--- config.mk ---
export PLATFORM = sky130hd
export DESIGN_NAME = instr_fetch
export DESIGN_NICKNAME = d
export VERILOG_FILES = /design/src/rtl/proc_pkg.sv /design/src/rtl/instr_fetch.sv
export SDC_FILE = /design/constraint.sdc
export NUM_CORES = 1
export LEC_CHECK = 0
export ABC_CLOCK_PERIOD_IN_PS = 2300
export CAP_MARGIN = 20
export CORE_ASPECT_RATIO = 0.5
export CORE_MARGIN = 2
export CORE_UTILIZATION = 38
export CTS_CLUSTER_SIZE = 16
export DETAILED_ROUTE_END_ITERATION = 10
export PLACE_DENSITY = 0.81
export SLEW_MARGIN = 20
export SYNTH_ARGS = -nofsm -noshare
export SYNTH_HDL_FRONTEND = slang
export SYNTH_SLANG_ARGS = --single-unit
export TNS_END_PERCENT = 30
--- constraint.sdc ---
create_clock -name clk -period 2.3 [get_ports clk]
set_clock_uncertainty 0.15 [all_clocks]
set_input_delay 0.46 -clock clk [delete_from_list [all_inputs] [get_ports clk]]
set_output_delay 0.46 -clock clk [all_outputs]
set_load 0.01 [all_outputs]
--- src/rtl/proc_pkg.sv ---
// Shared definitions for the processor front end: opcodes, instruction-word
// field positions and the fetch FSM state encoding.
package proc_pkg;

  localparam logic [3:0] OPC_NOP = 4'b0000;
  localparam logic [3:0] OPC_LD  = 4'b0001;
  localparam logic [3:0] OPC_STR = 4'b0010;
  localparam logic [3:0] OPC_BRA = 4'b0011;
  localparam logic [3:0] OPC_XOR = 4'b0100;
  localparam logic [3:0] OPC_ADD = 4'b0101;
  localparam logic [3:0] OPC_ROT = 4'b0110;
  localparam logic [3:0] OPC_SHF = 4'b0111;
  localparam logic [3:0] OPC_HLT = 4'b1000;
  localparam logic [3:0] OPC_CMP = 4'b1001;

  localparam int OP_MSB  = 31;
  localparam int OP_LSB  = 28;
  localparam int IMM_BIT = 27;
  localparam int SRC_MSB = 23;
  localparam int SRC_LSB = 12;
  localparam int DST_MSB = 11;
  localparam int DST_LSB = 0;

  typedef enum logic [2:0] {
    ST_IDLE,
    ST_FETCH,
    ST_WAIT,
    ST_ISSUE,
    ST_HALTED
  } fetch_state_e;

endpackage

--- src/rtl/instr_fetch.sv ---
// Fetch/issue stage: reads instruction words from a synchronous-read program
// memory, decodes them into proc fields and offers them under valid/ready.
module instr_fetch
  import proc_pkg::*;
#(
  parameter int             BUSW     = 32,
  parameter int             OPW      = 4,
  parameter int             FLDW     = 12,
  parameter int             PCW      = 8,
  parameter logic [PCW-1:0] RESET_PC = '0,
  parameter logic [OPW-1:0] NOP      = OPW'(OPC_NOP),
  parameter logic [OPW-1:0] HLT      = OPW'(OPC_HLT)
) (
  input  logic            clk,
  input  logic            rst_n,
  input  logic            start,
  output logic            mem_rd,
  output logic [PCW-1:0]  mem_addr,
  input  logic [31:0]     mem_rdata,
  input  logic            br_taken,
  input  logic [PCW-1:0]  br_target,
  output logic [OPW-1:0]  Opcode,
  output logic            srcIsImm,
  output logic [BUSW-1:0] SrcOp,
  output logic [BUSW-1:0] DstOp,
  output logic            issue_valid,
  input  logic            issue_ready,
  output logic            halted,
  output logic [PCW-1:0]  pc
);

  fetch_state_e    state_q, state_d;
  logic [PCW-1:0]  pc_q, pc_d;
  logic [OPW-1:0]  opcode_q, opcode_d;
  logic            imm_q, imm_d;
  logic [BUSW-1:0] src_q, src_d;
  logic [BUSW-1:0] dst_q, dst_d;
  logic            valid_q, valid_d;
  logic            halted_q, halted_d;

  // Reserved word bits [26:24] carry no meaning for this stage.
  logic unused_rsvd;
  assign unused_rsvd = ^{mem_rdata[IMM_BIT-1:SRC_MSB+1], mem_rdata[DST_MSB]};

  always_comb begin
    state_d  = state_q;
    pc_d     = pc_q;
    opcode_d = opcode_q;
    imm_d    = imm_q;
    src_d    = src_q;
    dst_d    = dst_q;
    valid_d  = valid_q;
    halted_d = halted_q;

    case (state_q)
      ST_IDLE: begin
        if (br_taken) begin
          pc_d = br_target;
        end else if (start) begin
          state_d = ST_FETCH;
        end
      end

      ST_FETCH: begin
        if (br_taken) begin
          pc_d    = br_target;
          state_d = ST_FETCH;
        end else begin
          state_d = ST_WAIT;
        end
      end

      ST_WAIT: begin
        if (br_taken) begin
          // The read for the old PC is still returning; drop it and refetch.
          pc_d    = br_target;
          state_d = ST_FETCH;
        end else begin
          opcode_d = mem_rdata[OP_LSB +: OPW];
          imm_d    = mem_rdata[IMM_BIT];
          src_d    = BUSW'(mem_rdata[SRC_LSB +: FLDW]);
          dst_d    = BUSW'(mem_rdata[DST_LSB +: FLDW]);
          valid_d  = 1'b1;
          state_d  = ST_ISSUE;
        end
      end

      ST_ISSUE: begin
        if (issue_ready || br_taken) begin
          opcode_d = NOP;
          imm_d    = 1'b0;
          src_d    = '0;
          dst_d    = '0;
          valid_d  = 1'b0;
          state_d  = ST_FETCH;
          if (issue_ready && opcode_q == HLT) begin
            // A halt that issues wins over any simultaneous redirect.
            pc_d     = pc_q + PCW'(1);
            halted_d = 1'b1;
            state_d  = ST_HALTED;
          end else if (br_taken) begin
            pc_d = br_target;
          end else begin
            pc_d = pc_q + PCW'(1);
          end
        end
      end

      ST_HALTED: begin
        state_d = ST_HALTED;
      end

      default: begin
        state_d = ST_IDLE;
      end
    endcase
  end

  always_ff @(posedge clk or negedge rst_n) begin
    if (!rst_n) begin
      state_q  <= ST_IDLE;
      pc_q     <= RESET_PC;
      opcode_q <= NOP;
      imm_q    <= 1'b0;
      src_q    <= '0;
      dst_q    <= '0;
      valid_q  <= 1'b0;
      halted_q <= 1'b0;
    end else begin
      state_q  <= state_d;
      pc_q     <= pc_d;
      opcode_q <= opcode_d;
      imm_q    <= imm_d;
      src_q    <= src_d;
      dst_q    <= dst_d;
      valid_q  <= valid_d;
      halted_q <= halted_d;
    end
  end

  assign mem_rd      = (state_q == ST_FETCH);
  assign mem_addr    = pc_q;
  assign Opcode      = opcode_q;
  assign srcIsImm    = imm_q;
  assign SrcOp       = src_q;
  assign DstOp       = dst_q;
  assign issue_valid = valid_q;
  assign halted      = halted_q;
  assign pc          = pc_q;

endmodule

==> results of run 1 <==
[kinds of logic (layout without fill, tap and decap cells)]
logic type | after synthesis | in the layout | share of synthesized area, %
fa+ha+maj | 1 | 1 | 0.556
flops | 42 | 42 | 46.7
other cells | 1 | 40 | 0.167
compound gates | 48 | 48 | 18.6
buf+inv | 68 | 117 | 19.8
simple gates | 59 | 59 | 14.2
[per-stage QoR]
| step | hold WS (ns) | util, % |
|---|---|---|
| 3_5_place_dp | 0.306 | 55.0 |
| 5_1_grt | 0.146 | 57.7 |
| 6_report | 0.0832 | 57.7 |
| 2_1_floorplan | 0.0144 | - |
| 3_3_place_gp | 0.305 | 55.0 |
| 4_1_cts | 0.105 | 57.6 |
[power groups by stage]
stage / combinational (mW) / clock (mW) / sequential, mW
2_1_floorplan: 0.821 / 0 / 1.43
5_1_grt: 1.96 / 0.731 / 1.42
6_report: 1.82 / 0.687 / 1.37
3_3_place_gp: 1.78 / 0 / 1.35
4_1_cts: 1.83 / 0.708 / 1.36
3_5_place_dp: 1.82 / 0 / 1.36
[layout by cell type (no fill, tap or decap), types with 5 or more instances in the layout]
master	n
inv_1	6
clkbuf_16	5
nand3_1	9
buf_4	13
clkdlybuf4s50_1	88
a22o_1	31
dfrtp_1	41
nand4_1	11
nor2_1	5
nand2_1	14
conb_1	40
[worst reg2reg max path: stages (launching register included)]
cell and delay [ns]:
dfrtp_1 0.51, a31oi_2 0.16, or2_1 0.24, or4_1 0.53, o221ai_2 0.17
[state kept, by name (all words and copies together), names as in the netlist]
register	count
state_q	3
SrcOp	12
srcIsImm	1
Opcode	4
DstOp	12
issue_valid	1
mem_addr	8
halted	1
[metal layers]
layer | vias up | part of all wire, % | global-route usage, %
li1 | 884 | - | -
met1 | 944 | 42 | 21.6
met2 | 74 | 52 | 30.1
met3 | 5 | 5.9 | 3.60
met4 | 0 | 0.93 | 6.97
met5 | - | 0 | 0
[how the worst max path moves through the flow]
stage                      from     endpoint  cells after the start
CTS                  state_q[0]       mem_rd                      3
finish               state_q[0]       mem_rd                      3
global route         state_q[0]       mem_rd                      3
global placement    issue_ready  mem_addr[7]                      5
floorplan              br_taken     DstOp[0]                      5
detailed placement  issue_ready  mem_addr[7]                      5
[cell type report]
class | instances | share of cell area, %
Timing Repair Buffer | 103 | 31.1
Sequential cell | 42 | 32.6
Tap cell | 73 | 2.83
Inverter | 6 | 0.699
Multi-Input combinational cell | 148 | 28.3
Clock buffer | 6 | 4.00
Clock inverter | 2 | 0.427
==> impl_results.md, run 1 <==
* Wire length per cell at 14.4 µm
* Clock Sinks at 42
* Num rows at 19
* Cell depth of the worst flop-to-flop path at 4
* Ys async rst share at 100%
* Buf+Inv Stages, Crit Path at 2
* DRT iter0 DRCs at 88
* Vias/cell at 5.02
* Final setup viols at 0
* CTS H-tree lvls at 2
* Area of the multi-input gates at 911 µm²
* Number of inserted diodes at 0
* Synth Register Bits at 42
* Maximum VDD drop at 0.000470 V
* DR vias at 1907
* FF-to-FF End: mem_addr[7]
* Status: completed
* CTS tree: yes
* Synth cell count leaders: buf_4, dfrtp_1, a22o_1
* Delay-heaviest family, CP: buffers and inverters
* Clock Latency Late Sink at 0.28 ns
* Hpwl dp at 4.04 mm
* Global route overflow at 0
* Final net count at 352
* Max capacitance violation total at 0
* Hold Path Class: in2async
* Setup WS post-layout at 0.0817 ns
* Post-DRT Antenna Nets at 0
* Post-Place Cells at 372
* Sw power at 1.34 mW
* I/O pin count at 133
* Clock power frac at 17.8%
* Core box area at 0.00559 mm²
* Reg-to-reg critical path startpoint: state_q[1]
* Top FF cell, synth: dfrtp_1
* Max stage delay on crit path at 0.58 ns
* Syn Std Cell Area at 0.00225 mm²
* Largest net degree at the start of global routing at 43
* Clk buf depth at 2
* Fill count at 479
* Critical-path maximum fanout at 10
* Cts repair resizes at 1
* Power Density at 1200 mW/mm²
* Unique masters post-synth at 38
* P_leak at 1.47 nW
* Vias in the first global route at 1771
* Post-route DRC at 0
* Reg-to-reg slack, setup at 0.45 ns
* First-pass DRT Iterations at 4
* Syn Inst Count at 219
* Post-synth EDFFs at 0
* Die ar. at 0.00659 mm²
* RePlAce Congestion at 0.837
* Int Power at 2.53 mW
* Synth area leaders: dfrtp_1, buf_4, a22o_1, nand4_1, nand2_1
* Combinational power share at 47.0%
* Final Non-Filler Cells at 380
* Critical path arrival at 1.61 ns
* Area grow syn2layout at 43.3%
* Drt total wl at 5.49 mm
* Layout cells sized above 1 at 9.45%
* Final worst path period share at 96.4%
* Hold Buf Count CTS at 0
* Yosys top cell area share at 46.7%
* Critical Path Sink Type: output pin
* Setup repair bufs after CTS at 0
* Sequential share of power at 35.3%
* Min Tclk post-route at 2.22 ns
* Area leader, netlist: dfrtp_1
* Setup TNS Final at 0 ns
* Initial antenna violation count at 0
* Clk slew on worst S/H paths at 0.06 ns
* Crit Path Category: reg2out
* Final Cell Area at 0.00322 mm²
* Die Width at 113 µm
* Fmax at 0.451 GHz
* Relative slew margins at 64.7%
* Syn_area_per_cell at 10.3 µm²
* Unrepaired setup endpoints after global routing: false
* Top-count cell post-synth: buf_4
* Critical Path RT at 1.69 ns
* Synth warn at 0
* CP max-delay cell: clkdlybuf4s50_1
* Global-route usage over all layers at 17.3%
* Slew Limit Fails at 0
* Register area share after synthesis at 46.7%
* Cell breakdown of the critical path: inv_1, nor3_2, clkdlybuf4s50_1
* Clock buffer count from CTS at 5
* Register area at 0.00105 mm²
* Startpoint Class: flop
* Switch share at 34.7%
* Tot Pwr at 3.87 mW
* First-pass GRT wire length at 8.94 mm
* Root buffer cell: clkbuf_16
* Buffers added on ports at 89
* Chip height at 58.4 µm
* Worst Tran Pin Value at 0.530 ns
* Cell Area, Placed at 0.00307 mm²
* Initial Utilization at 40.3%
* Hold Fails Final Rpt at 0
* DP Worst Slack at 0.0392 ns
Note: power is estimated with default switching activity, not from simulation.
==> run 2: changes to the inputs <==
Settings changed: CAP_MARGIN 20 to default.
==> results of run 2 <==
Final layout, timing and power as in run 1 (identical DEF).
==> run 3: changes to the inputs <==
Settings changed: REMOVE_ABC_BUFFERS from default to 1.
==> impl_results.md, run 3 (synthesis results as in run 1) <==
* Worst Tran Pin Value at 0.817 ns (was 0.530 ns)
* Post-route DRC at 0 (unchanged)
* Cts repair resizes at 0 (was 1)
* Final worst path period share at 94.7% (was 96.4%)
* Post-DRT Antenna Nets at 0 (unchanged)
* First-pass GRT wire length at 8.71 mm (was 8.94 mm)
* Die Width at 113 µm (unchanged)
* Chip height at 58.4 µm (unchanged)
* Critical path depth at 2 (was 3)
* Final Cell Area at 0.00325 mm² (was 0.00322 mm²)
* Hold Fails Final Rpt at 0 (unchanged)
* Power Density at 1230 mW/mm² (was 1200 mW/mm²)
* Max capacitance violation total at 0 (unchanged)
* CTS tree: yes (unchanged)
* Tot Pwr at 3.99 mW (was 3.87 mW)
* Num rows at 19 (unchanged)
* Unrepaired setup endpoints after global routing: false (unchanged)
* Clock buffer count from CTS at 5 (unchanged)
* Root buffer cell: clkbuf_16 (unchanged)
* DRT iter0 DRCs at 77 (was 88)
* Min Tclk post-route at 2.18 ns (was 2.22 ns)
* Status: completed (unchanged)
* Initial Utilization at 40.3% (unchanged)
* FF-to-FF End: mem_addr[2] (was mem_addr[7])
* Setup TNS Final at 0 ns (unchanged)
* Most common cell after layout, fill and taps aside: clkdlybuf4s50_1 (unchanged)
* Setup repair bufs after CTS at 0 (unchanged)
* Clk buf depth at 2 (unchanged)
* Slew Limit Fails at 0 (unchanged)
* Cell depth of the worst flop-to-flop path at 4 (unchanged)
* Initial antenna violation count at 0 (unchanged)
* Delay-heaviest family, CP: buffers and inverters (unchanged)
* Fill count at 473 (was 479)
* CTS H-tree lvls at 2 (unchanged)
* CP max-delay cell: clkdlybuf4s50_1 (unchanged)
* Crit Path Category: reg2out (unchanged)
* Vias/cell at 4.97 (was 5.02)
* Buf+Inv Stages, Crit Path at 1 (was 2)
* Buffers added on ports at 89 (unchanged)
* Reg-to-reg critical path startpoint: state_q[1] (unchanged)
* Critical Path Sink Type: output pin (unchanged)
* Global-route usage over all layers at 16.5% (was 17.3%)
* Critical-path maximum fanout at 10 (unchanged)
* Wire length per cell at 14.4 µm (about the same)
* End point of the critical path: mem_rd (unchanged)
* Drt total wl at 5.48 mm (was 5.49 mm)
* Global route overflow at 0 (unchanged)
* Hold Buf Count CTS at 0 (unchanged)
* Critical Path RT at 1.69 ns (about the same)
* Critical path arrival at 1.57 ns (was 1.61 ns)
* I/O pin count at 133 (unchanged)
* First-pass DRT Iterations at 4 (unchanged)
* Clk slew on worst S/H paths at 0.06 ns (about the same)
* Hpwl dp at 3.93 mm (was 4.04 mm)
* Clock Sinks at 42 (unchanged)
* Most frequent cells in the layout: clkdlybuf4s50_1, dfrtp_1, conb_1 (unchanged)
* Die ar. at 0.00659 mm² (unchanged)
* Setup WS post-layout at 0.122 ns (was 0.0817 ns)
* Final setup viols at 0 (unchanged)
* DP Worst Slack at 0.0659 ns (was 0.0392 ns)
* Number of inserted diodes at 0 (unchanged)
* Hold Path Class: in2async (unchanged)
* RePlAce Congestion at 0.869 (was 0.837)
* Maximum VDD drop at 0.000573 V (was 0.000470 V)
* P_leak at 1.47 nW (about the same)
* Area grow syn2layout at 44.3% (was 43.3%)
* Startpoint Class: flop (unchanged)
* Critical Path Source: state_q[1] (was state_q[0])
* Cell Area, Placed at 0.00308 mm² (was 0.00307 mm²)
* Clock Latency Late Sink at 0.28 ns (about the same)
* Cell breakdown of the critical path: nor3_1, clkdlybuf4s50_1 (was inv_1, nor3_2, clkdlybuf4s50_1)
* Core box area at 0.00559 mm² (unchanged)
* Vias in the first global route at 1795 (was 1771)
* DR vias at 1885 (was 1907)
* Reg-to-reg slack, setup at 0.48 ns (was 0.45 ns)
* Final net count at 351 (was 352)
* Largest net degree at the start of global routing at 38 (was 43)
* Fmax at 0.459 GHz (was 0.451 GHz)
* Relative slew margins at 45.6% (was 64.7%)
* Layout cells sized above 1 at 8.50% (was 9.45%)
* Max stage delay on crit path at 0.58 ns (about the same)
## run 3: cell types whose count changed in the layout (fill, tap and decap cells not counted), sizes merged
cell,previous run,this run
bufinv,0,1
clkinv,2,0
buf,15,14
clkinvlp,0,1
## run 3: worst reg2reg max path, stage by stage, from the launching register on
cell and delay, ns:
dfrtp_1 0.51, nor2b_1 0.28, nand3_1 0.28, a211o_1 0.37, o311a_1 0.11
## run 3: where the power goes
part           internal, mW  switching (mW)  leakage, nW
clock                 0.513           0.286       0.0771
combinational          1.07           0.776        0.852
sequential             1.06           0.279        0.543
total                  2.65            1.34         1.47
## run 3: metrics by stage
step | util (%) | hold slack (ns) | cells
floorplan | - | 0.0144 | 196
detailed placement | 55.1 | 0.314 | 371
global placement | 55.1 | 0.314 | 371
finish | 58.1 | 0.116 | 379
global route | 58.1 | 0.192 | 379
CTS | 58.1 | 0.154 | 379
## run 3: final cells by class
type	instances	area, µm²	area share, %
Inverter	6	22.5	0.694
Clock buffer	6	129	3.97
Tap cell	73	91.3	2.81
Multi-Input combinational cell	148	906	27.9
Sequential cell	42	1050	32.4
Timing Repair Buffer	102	1010	31.1
Clock inverter	2	37.5	1.16
## run 3: layer usage
layer / wire (µm) / global-route usage (%)
met3: 357 / 3.30
met1: 2310 / 20.0
met5: 0 / 0
met2: 2800 / 31.1
met4: 14 / 3.66
## run 3: worst min-delay path by stage
stage,start,to,slack [ns]
6_report,rst_n,SrcOp[4],0.12
3_5_place_dp,halted,halted,0.31
4_1_cts,rst_n,SrcOp[4],0.15
2_1_floorplan,rst_n,DstOp[0],0.01
3_3_place_gp,halted,halted,0.31
5_1_grt,rst_n,SrcOp[4],0.19
